==> src/rtl/wb_sequencer.sv <==
// wb_sequencer: write-back sequencer feeding the register file's single write port.
//
// Merges ALU results and in-order load responses into one registered write per cycle.
// Issued loads park {rd, funct3} in a small FIFO so the returning memory word can be
// narrowed and sign/zero-extended. Also raises the decode hazard stall for any
// register that still has a write outstanding.
//
// Ports:
//   clk, reset_n                          clock, async active-low reset
//   alu_valid/alu_we/alu_rd/alu_data      ALU result source (takes priority)
//   load_req_valid/_ready, load_rd/funct3 load issue -> pending FIFO push
//   load_resp_valid/_ready, load_resp_data load data return -> FIFO pop
//   dec_rs1/dec_rs2/dec_rd, hazard_stall  decode hazard check
//   RegWrite/write_reg_addr/write_reg_data registered register-file write port
//   resp_error                            sticky: response seen with FIFO empty
module wb_sequencer #(
    parameter int unsigned DATA_W   = 64,
    parameter int unsigned ADDR_W   = 5,
    parameter int unsigned LQ_DEPTH = 4
) (
    input  logic              clk,
    input  logic              reset_n,
    input  logic              alu_valid,
    input  logic              alu_we,
    input  logic [ADDR_W-1:0] alu_rd,
    input  logic [DATA_W-1:0] alu_data,
    input  logic              load_req_valid,
    output logic              load_req_ready,
    input  logic [ADDR_W-1:0] load_rd,
    input  logic [2:0]        load_funct3,
    input  logic              load_resp_valid,
    output logic              load_resp_ready,
    input  logic [DATA_W-1:0] load_resp_data,
    input  logic [ADDR_W-1:0] dec_rs1,
    input  logic [ADDR_W-1:0] dec_rs2,
    input  logic [ADDR_W-1:0] dec_rd,
    output logic              hazard_stall,
    output logic              RegWrite,
    output logic [ADDR_W-1:0] write_reg_addr,
    output logic [DATA_W-1:0] write_reg_data,
    output logic              resp_error
);
    localparam int unsigned PTR_W = (LQ_DEPTH > 1) ? $clog2(LQ_DEPTH) : 1;

    // Pending-load FIFO; a per-entry valid bit gives full/empty and the hazard scan.
    logic [ADDR_W-1:0]   r_lq_rd [LQ_DEPTH];
    logic [2:0]          r_lq_f3 [LQ_DEPTH];
    logic [LQ_DEPTH-1:0] r_lq_vld;
    logic [PTR_W-1:0]    r_wr_ptr;
    logic [PTR_W-1:0]    r_rd_ptr;

    logic              r_regwrite;
    logic [ADDR_W-1:0] r_waddr;
    logic [DATA_W-1:0] r_wdata;
    logic              r_resp_error;

    logic                w_empty;
    logic                w_full;
    logic                w_alu_acc;
    logic                w_ld_acc;
    logic                w_ld_wr;
    logic                w_push;
    logic [ADDR_W-1:0]   w_head_rd;
    logic [2:0]          w_head_f3;
    logic [DATA_W-1:0]   w_ld_ext;
    logic [LQ_DEPTH-1:0] w_vld_d;
    logic [ADDR_W-1:0]   w_src [3];

    assign w_empty   = ~|r_lq_vld;
    assign w_full    = &r_lq_vld;
    assign w_head_rd = r_lq_rd[r_rd_ptr];
    assign w_head_f3 = r_lq_f3[r_rd_ptr];

    assign w_alu_acc       = alu_valid & alu_we & (alu_rd != '0);
    assign load_resp_ready = ~w_empty & ~w_alu_acc;
    assign w_ld_acc        = load_resp_valid & load_resp_ready;
    // rd=0 loads still pop but never reach the register file.
    assign w_ld_wr         = w_ld_acc & (w_head_rd != '0);
    // Ready looks only at the registered occupancy; a same-cycle pop gives no credit.
    assign load_req_ready  = ~w_full;
    assign w_push          = load_req_valid & load_req_ready;

    assign RegWrite       = r_regwrite;
    assign write_reg_addr = r_waddr;
    assign write_reg_data = r_wdata;
    assign resp_error     = r_resp_error;

    always_comb begin
        w_ld_ext = load_resp_data;
        case (w_head_f3)
            3'b000:  w_ld_ext = {{(DATA_W-8){load_resp_data[7]}}, load_resp_data[7:0]};
            3'b001:  w_ld_ext = {{(DATA_W-16){load_resp_data[15]}}, load_resp_data[15:0]};
            3'b010:  w_ld_ext = {{(DATA_W-32){load_resp_data[31]}}, load_resp_data[31:0]};
            3'b100:  w_ld_ext = {{(DATA_W-8){1'b0}}, load_resp_data[7:0]};
            3'b101:  w_ld_ext = {{(DATA_W-16){1'b0}}, load_resp_data[15:0]};
            3'b110:  w_ld_ext = {{(DATA_W-32){1'b0}}, load_resp_data[31:0]};
            default: w_ld_ext = load_resp_data;
        endcase
    end

    // Push and pop never target the same slot: push needs !full, pop needs !empty.
    always_comb begin
        w_vld_d = r_lq_vld;
        if (w_ld_acc) w_vld_d[r_rd_ptr] = 1'b0;
        if (w_push)   w_vld_d[r_wr_ptr] = 1'b1;
    end

    assign w_src[0] = dec_rs1;
    assign w_src[1] = dec_rs2;
    assign w_src[2] = dec_rd;

    always_comb begin
        hazard_stall = 1'b0;
        for (int s = 0; s < 3; s++) begin
            if (w_src[s] != '0) begin
                // Write sitting on the port has not landed in the file yet.
                if (r_regwrite && (r_waddr == w_src[s])) hazard_stall = 1'b1;
                for (int i = 0; i < LQ_DEPTH; i++) begin
                    if (r_lq_vld[i] && (r_lq_rd[i] == w_src[s])) hazard_stall = 1'b1;
                end
            end
        end
    end

    always_ff @(posedge clk or negedge reset_n) begin
        if (!reset_n) begin
            for (int i = 0; i < LQ_DEPTH; i++) begin
                r_lq_rd[i] <= '0;
                r_lq_f3[i] <= '0;
            end
            r_lq_vld <= '0;
            r_wr_ptr <= '0;
            r_rd_ptr <= '0;
        end else begin
            r_lq_vld <= w_vld_d;
            if (w_push) begin
                r_lq_rd[r_wr_ptr] <= load_rd;
                r_lq_f3[r_wr_ptr] <= load_funct3;
                r_wr_ptr          <= r_wr_ptr + PTR_W'(1);
            end
            if (w_ld_acc) r_rd_ptr <= r_rd_ptr + PTR_W'(1);
        end
    end

    always_ff @(posedge clk or negedge reset_n) begin
        if (!reset_n) begin
            r_regwrite   <= 1'b0;
            r_waddr      <= '0;
            r_wdata      <= '0;
            r_resp_error <= 1'b0;
        end else begin
            r_regwrite <= w_alu_acc | w_ld_wr;
            if (w_alu_acc) begin
                r_waddr <= alu_rd;
                r_wdata <= alu_data;
            end else if (w_ld_wr) begin
                r_waddr <= w_head_rd;
                r_wdata <= w_ld_ext;
            end
            if (load_resp_valid && w_empty) r_resp_error <= 1'b1;
        end
    end

endmodule

==> config.mk <==
export PLATFORM = sky130hd
export DESIGN_NAME = wb_sequencer
export DESIGN_NICKNAME = d
export VERILOG_FILES = /design/src/rtl/wb_sequencer.sv
export SDC_FILE = /design/constraint.sdc
export NUM_CORES = 1
export LEC_CHECK = 0
export ABC_AREA = 1
export BUFFER_PORTS_ARGS = -buffer_cell sky130_fd_sc_hd__buf_4
export CORE_ASPECT_RATIO = 0.7
export CORE_UTILIZATION = 29
export CTS_CLUSTER_DIAMETER = 30
export DETAILED_ROUTE_END_ITERATION = 16
export GPL_TIMING_DRIVEN = 0
export HOLD_SLACK_MARGIN = 0.12
export PLACE_DENSITY_LB_ADDON = 0.2
export SYNTH_ARGS = -nofsm -noshare
export SYNTH_HDL_FRONTEND = slang
export SYNTH_SLANG_ARGS = --single-unit
==> constraint.sdc <==
create_clock -name clk -period 2.6 [get_ports clk]
set_clock_uncertainty 0.1 [all_clocks]
set_input_delay 0.52 -clock clk [delete_from_list [all_inputs] [get_ports clk]]
set_output_delay 0.52 -clock clk [all_outputs]
set_load 0.005 [all_outputs]
Word-level counts from Yosys, hierarchy flattened --
Index checks and enable logic that the tools add are counted.
Operators by class: shift operators 0, bitwise gates (word level) 14, divide/modulo/power cells 0, muxes and demuxes 41, equality and inequality tests 20, reduce and logical (&&, ||, !) cells 29, multipliers 0, $add $sub $neg 2, order comparisons 7
Operator list (number):
- one-hot mux 64 bit (6 select lines) | 1
- two-way mux 64 bit | 2
- equality test 5 bit | 15
- two-way mux 5 bit | 5
- nonzero test 5 bit | 5
- bitwise mux 20 bit | 1
- two-way mux 1 bit | 20
- logical AND 1 bit | 19
- bitwise mux 12 bit | 1
- binary-select mux 5 bit (select 2 bit) | 1
- demux 5 bit (select 2 bit) | 1
- equality test 3 bit, second input constant | 3
- two-way mux 3 bit | 3
- two-way mux 4 bit | 2
- bitwise AND 1 bit | 6
- binary-select mux 3 bit (select 2 bit) | 1
- demux 3 bit (select 2 bit) | 1
- greater-or-equal comparator 3 bit, second input constant | 2
- less-than comparator 2 x 3 -> 1 bit, second input constant | 2
- inverter 2 -> 3 bit | 2
- adder 2 x 1 -> 2 bit, second input constant | 2
- bitwise AND 4 bit | 1
- demux 1 bit (select 2 bit) | 2
- greater-or-equal comparator 2 x 1 -> 1 bit, second input constant | 2
- 12 further kinds | 13
Storage, ports and cells: latch bits 0, memories kept 0, bits in registers 111, bits in read-only memories 0, input port bits 162, memory bits (writable) 0, output and inout port bits 74

Longest topological paths before layout --
Gate-level depths: netlist (run 1).
depth after elaboration 20, depth in mapped cells 13, mapped depth without buffers 12

Least setup slack after synthesis (run 1) --
OpenSTA, ideal clock, no wires.
path type input to output, start input alu_rd[2], end output load_resp_ready, setup slack 0.582 ns, stages on the path 7, arrival time 1.398 ns, cells stage by stage nor2_1 > nand3b_1 > nand2_1 > buf_4 > clkinv_1 > clkbuf_1 > nor2_1
Between the ends: word-level cells in the longest chain between the ends 4
RTL lines:
- start, declared | line 25 | input logic [ADDR_W-1:0] alu_rd,
- nonzero test 5 bit | line 74 | assign w_alu_acc = alu_valid & alu_we & (alu_rd != '0);
- bitwise AND 1 bit | line 74
- inverter 1 bit | line 75 | assign load_resp_ready = ~w_empty & ~w_alu_acc;
- bitwise AND 1 bit | line 75
- end, declared | line 32 | output logic load_resp_ready,
Every way passes these cells.

Final worst setup path (run 1) --
start input dec_rs1[4], end output hazard_stall
Between the ends: word-level cells in the longest chain between the ends 20, elaborated cells on any way between the ends 29, classes of those cells eq/ne: 5; mux: 18; reduce/logical: 6
RTL lines:
- start, declared | line 34 | input logic [ADDR_W-1:0] dec_rs1,
- equality test 5 bit | line 117 | if (r_regwrite && (r_waddr == w_src[s])) hazard_stall = 1'b1;
- logical AND 1 bit | line 117
- two-way mux 1 bit | line 117
- two-way mux 1 bit (4 in series) | line 119 | if (r_lq_vld[i] && (r_lq_rd[i] == w_src[s])) hazard_stall = 1'b1;
- two-way mux 1 bit (*) | line 115 | if (w_src[s] != '0) begin
- two-way mux 1 bit | line 117
- two-way mux 1 bit (4 in series) | line 119
- two-way mux 1 bit (*) | line 115
- two-way mux 1 bit | line 117
- two-way mux 1 bit (4 in series) | line 119
- two-way mux 1 bit (*) | line 115
- end, declared | line 37 | output logic hazard_stall,
Mark *: on every way between the ends. The rest lies on a longest branch, timed or not.

==> results of run 1 <==
report_power, final:
group	internal (W)	switching, W	total, W
sequential	0.00253	0.000813	0.00335
combinational	0.00232	0.00316	0.00548
clock	0.000702	0.000784	0.00149
total	0.00555	0.00476	0.0103
sequential cells by signal, summed over array words and instances, names as in the netlist:
| register | flops |
|---|---|
| r_lq_rd | 20 |
| resp_error | 1 |
| r_rd_ptr | 2 |
| RegWrite | 1 |
| write_reg_data | 64 |
| r_lq_vld | 4 |
| r_lq_f3 | 12 |
| r_wr_ptr | 2 |
| write_reg_addr | 5 |
metal layers:
layer | wire length, µm | part of all wire | vias up
met5 | 0 | 0 | -
met2 | 11200 | 0.41 | 287
met4 | 165 | 0.0060 | 0
met3 | 2420 | 0.088 | 14
li1 | - | - | 3795
met1 | 13700 | 0.50 | 3555
placed cells by master, fill, tap and decap left out, drive strengths merged:
cell type,instances
a21o,1
a21oi,22
buf,264
clkbuf,26
clkinv,4
dfrtp,111
dlygate4sd3,1
ha,8
inv,76
nand2,380
nand3,137
nand3b,1
nand4,1
nor2,81
nor3,17
o21ai,89
o21bai,1
o22ai,10
or2,48
xor2,7
cell families (layout without fill, tap and decap cells):
logic type / count (synthesis) / count (layout)
DFF: 111 / 111
buffers and inverters: 124 / 371
xor gates and xnor gates: 7 / 7
and+or+nand+nor: 665 / 665
AOI/OAI and AO/OA: 123 / 123
adders and majority gates: 8 / 8
final cells by class:
type,instances,area [µm²]
buffer,49,323
clock buffer,9,225
clock inverter,7,88.8
fill,2617,14200
inverter,73,277
multi-input combinational,803,3660
sequential,111,2790
tap,318,398
timing repair buffer,233,1780
timing repair:
item,4_1_cts,5_1_grt
setup endpoints to repair,2,2
endpoints found under the hold margin,42,0
resized for setup,4,12
hold buffers,1,0
setup buffers,0,0
metrics by stage:
stage                     total power (W)  setup TNS, ns  hold WS [ns]  cells
final                              0.0103              0         0.279   1603
after global routing               0.0112        -0.0239         0.279   1603
after CTS                          0.0104              0         0.273   1605
after detailed placement          0.00882         -0.192         0.346   1588
after global placement            0.00877         -0.150         0.345   1587
after floorplan                   0.00645              0         0.124   1038
worst max-delay path, delay by kind of cell:
kind | cells | cell delay, ns
AOI/OAI and AO/OA | 3 | 0.43
buffers and inverters | 3 | 0.70
and+or+nand+nor | 3 | 0.28
final timing paths:
path | startpoint | slack [ns] | cells after the start | to
min reg2reg | resp_error$_DFFE_PN0P_ | 0.36 | 1 | resp_error$_DFFE_PN0P_
min in group asynchronous | reset_n | 0.54 | 2 | r_wr_ptr[0]$_DFFE_PN0P_
min | load_resp_valid | 0.28 | 2 | resp_error$_DFFE_PN0P_
max reg2reg | r_lq_vld[1]$_DFF_PN0_ | 0.32 | 6 | r_lq_f3[2]$_DFFE_PN0P_
max | dec_rs1[4] | 0.05 | 9 | hazard_stall
max in group asynchronous | reset_n | 1.11 | 3 | write_reg_addr[0]$_DFFE_PN0P_
==> results.json, run 1 <==
{
  "ant_nets": 0,
  "crit_chain": "clkbuf_1 -> inv_1 -> o21ai_0 -> a21oi_1 -> nand3_1 -> nand3_1 -> o21ai_0 -> nand3_1 -> buf_4",
  "synth_fp_nets": 1208,
  "ctsLongestPathBuffers": 2,
  "cts_max_level": 3,
  "grt_pass1_wl_um": 42600,
  "yosysMostFrequentCell": "nand2_1",
  "critPathLaunchType": "input port",
  "dieWidth_um": 188,
  "ys_warn_count": 0,
  "met2_usage": 0.316,
  "via_per_inst": 4.77,
  "vias": 7651,
  "post-route-period-util": 0.982,
  "cp.required_ns": 1.98,
  "dieArea_um2": 24900,
  "synth_top_family_by_area": "simple AND/OR/NAND/NOR gates",
  "grt-ovfl-total": 0,
  "slew_headroom": 0.589,
  "place_area_um2": 9210,
  "syn2layout_area_growth_pct": 35.4,
  "antenna_cells": 0,
  "synth_area_um2": 7040,
  "slowest_stage": "clkbuf_1",
  "dp_hpwl_um": 21300,
  "route.detailed.drc": 0,
  "tightest_slew_ns": 0.616,
  "async_reset_ff_frac": 1.00,
  "synth_compound_area_frac": 0.0936,
  "endpoint_kind": "output port",
  "arrival_ns": 1.93,
  "cts_root_buf": "clkbuf_16",
  "wl_per_cell_um": 17.1,
  "peakVddDrop_uv": 343,
  "yosys.area_share.simple": 0.403,
  "totalWireLength_um": 27500,
  "cap_violations": 0,
  "critical_path_peak_fanout": 7,
  "yosysTopAreaCellShare": 0.394,
  "yosys.area.top_type": "dfrtp_1",
  "grt_usage": 0.222,
  "outcome": "completed",
  "synth_flop_cell": "dfrtp_1",
  "period_minus_slack_ns": 2.55,
  "cts_made_buffers": 9,
  "core_um2": 23800,
  "hold_path_class": "input port to flop",
  "fin_util": 0.402,
  "synth_edf_count": 0,
  "syn_inst": 1038,
  "grt-busiest-layer": "met1",
  "critPathKind": "input port to output port",
  "synth-adder-area-share": 0.0142,
  "finalSetupViolations": 0,
  "fmax_mhz": 391,
  "ys_seq_elements": 111,
  "first_global_vias": 7233,
  "cts_tree": "yes",
  "grt_max_degree": 70,
  "dpl_worst_slack_ns": -0.104,
  "setup_slack_ns": 0.0457,
  "grt_use_met1": 0.341,
  "syn_area_per_cell_um2": 6.79,
  "synthXorXnorAreaFrac": 0.00870,
  "port-buffer-count": 231,
  "synth_mux_area_frac": 0,
  "fin_nets": 1450,
  "powerDensity_nw_per_um2": 1080,
  "ys_top_cells_by_count": "nand2_1 (376), nand3_1 (136), dfrtp_1 (111), nor2_1 (79), o21ai_0 (74)",
  "firstDrtPassIters": 5,
  "clkTransAtPathRegs_ns": 0.08,
  "ys_seq_area_frac": 0.394,
  "synth_cell_types": 31,
  "p_leak_nw": 5.06,
  "gp_congestion": 0.971,
  "crit_top_cell": "nand3_1",
  "drt_iter0_markers": 596,
  "stdcell_area_um2": 9540,
  "clk-insertion-delay-late_ns": 0.38,
  "maxSlewViolCount": 0,
  "layout-drive-gt1-share": 0.278,
  "antenna_found_initial": 1,
  "clock_sinks": 111,
  "final_hold_viol_count": 0,
  "yosys-top-cells-area": "dfrtp_1 (39%), nand2_1 (20%), nand3_1 (9.7%)",
  "fp.dieH_um": 132,
  "ioPinCount": 236,
  "rsz0062_at_grt": "true",
  "critPathMaxStageDelay_ns": 0.34,
  "placementRows": 47,
  "grtUsageMet3": 0.0548,
  "initial_utilization": 0.296
}
Power figures use the tool's default switching activity.
==> inputs of run 2 (changes only) <==
--- a/config.mk
+++ b/config.mk
@@ -8,7 +8,7 @@
 export ABC_AREA = 1
 export BUFFER_PORTS_ARGS = -buffer_cell sky130_fd_sc_hd__buf_4
 export CORE_ASPECT_RATIO = 0.7
-export CORE_UTILIZATION = 29
+export CORE_UTILIZATION = 30
 export CTS_CLUSTER_DIAMETER = 30
 export DETAILED_ROUTE_END_ITERATION = 16
 export GPL_TIMING_DRIVEN = 0
==> results.json, run 2 (synthesis gave the netlist of run 1 again) <==
{
  "initial_utilization": 0.308,
  "post-route-period-util": 0.970,
  "wl_per_cell_um": 17.1,
  "place_area_um2": 9200,
  "multi_input_area_um2": 3660,
  "fin_cells": 1597,
  "cts_made_buffers": 9,
  "gp_congestion": 0.948,
  "slew_headroom": 0.573,
  "rsz0062_at_grt": "true",
  "layout-drive-gt1-share": 0.282,
  "cap_violations": 0,
  "ioPinCount": 236,
  "maxSlewViolCount": 0,
  "period_minus_slack_ns": 2.52,
  "fp.dieH_um": 130,
  "syn2layout_area_growth_pct": 35.5,
  "vias": 7675,
  "powerDensity_nw_per_um2": 1080,
  "stdcell_area_um2": 9540,
  "dp.cells": 1582,
  "finalSetupViolations": 0,
  "clkTransAtPathRegs_ns": 0.08,
  "fin_nets": 1450,
  "cp.required_ns": 1.98,
  "core_um2": 22800,
  "cts_root_buf": "clkbuf_16",
  "critPathKind": "flop to output port",
  "dieWidth_um": 185,
  "via_per_inst": 4.81,
  "grt_usage": 0.228,
  "dieArea_um2": 24100,
  "drt_iter0_markers": 753,
  "fmax_mhz": 396,
  "outcome": "completed",
  "peakVddDrop_uv": 401,
  "arrival_ns": 1.90,
  "endpoint_kind": "output port",
  "firstDrtPassIters": 5,
  "port-buffer-count": 231,
  "final_common_cell": "nand2_1",
  "finalPower_w": 0.0103,
  "final_hold_viol_count": 0,
  "hold_path_class": "input port to flop",
  "totalWireLength_um": 27300,
  "p_leak_nw": 5.06,
  "most-common-layout-cells": "nand2_1 (376), buf_4 (237), nand3_1 (136), dfrtp_1 (98), nor2_1 (79)",
  "whs_path_depth": 2,
  "cts_max_level": 3,
  "setup_slack_ns": 0.0776,
  "placementRows": 46,
  "r2r_cells": 12,
  "antenna_found_initial": 1,
  "largest_reg_flops": 64,
  "ctsLongestPathBuffers": 2,
  "cts_tree": "yes",
  "critical_path_peak_fanout": 5,
  "critPathLaunchType": "flop",
  "first_global_vias": 7275,
  "grt_pass1_wl_um": 41600,
  "clock_sinks": 111,
  "seq_area_um2": 2790,
  "grt_max_degree": 86,
  "cts_setup_buffers": 0,
  "fill_cells": 2444,
  "route.detailed.drc": 0,
  "antenna_cells": 0,
  "dp_hpwl_um": 21200,
  "tightest_slew_ns": 0.640,
  "dpl_worst_slack_ns": -0.0915,
  "clk-insertion-delay-late_ns": 0.37,
  "grt-ovfl-total": 0,
  "ant_nets": 0
}
[run 2: cell count changes in the layout (fill, tap and decap cells not counted), sizes merged]
| cell | delta |
|---|---|
| bufinv | +1 |
| clkinv | -1 |
| clkbuf | +2 |
| inv | -2 |
[run 2: path summary, 6_finish.rpt]
path | from | slack [ns] | to
setup / recovery | r_lq_rd[17]$_DFFE_PN0P_ | 0.08 | hazard_stall
hold / removal | load_resp_valid | 0.29 | resp_error$_DFFE_PN0P_
setup reg to reg | r_rd_ptr[1]$_DFFE_PN0P_ | 0.36 | write_reg_data[52]$_DFFE_PN0P_
hold reg to reg | resp_error$_DFFE_PN0P_ | 0.37 | resp_error$_DFFE_PN0P_
max in group asynchronous | reset_n | 1.17 | r_lq_rd[19]$_DFFE_PN0P_
min in group asynchronous | reset_n | 0.48 | write_reg_data[58]$_DFFE_PN0P_
[run 2: power by group]
group	switching (W)	internal, W	leakage [nW]
Clock	0.000717	0.000799	0.155
Combinational	0.00316	0.00231	3.55
Sequential	0.000800	0.00254	1.36
[run 2: routing by layer]
metal  vias to the layer above  track usage  share of wire
li1                       3792            -              -
met1                      3601        0.354           0.52
met2                       263        0.317           0.40
met3                        17       0.0519          0.075
met4                         2       0.0413         0.0078
met5                         -            0        0.00062
[run 2: final cells by class]
cell class	instances	area share
plain buffers	49	0.0342
clock buffers	11	0.0254
clock inverters	5	0.00787
inverters	73	0.0290
multi-input cells	803	0.384
flip-flops and latches	111	0.293
well taps	312	0.0409
repair buffers	233	0.186
[run 2: through the flow]
stage | utilization | hold slack, ns | TNS [ns]
after global placement | 0.401 | 0.352 | -0.170
final | 0.418 | 0.295 | 0
after CTS | 0.417 | 0.281 | 0
after global routing | 0.418 | 0.289 | -0.00864
after floorplan | - | 0.124 | 0
after detailed placement | 0.403 | 0.306 | -0.130
[run 2: timing repair]
item,in CTS,in global routing
hold endpoints to repair,26,0
hold buffers,1,0
pin swaps,0,0
setup endpoints to repair,2,2
resized for setup,4,20
[run 2: worst max-delay path: stages, from the launching register on]
cell	delay [ns]
dfrtp_2	0.46
inv_1	0.17
nor2_1	0.06
nor3_1	0.22
nand3_1	0.13
nand3_1	0.15
o21ai_0	0.10
nand3_1	0.12
buf_4	0.13
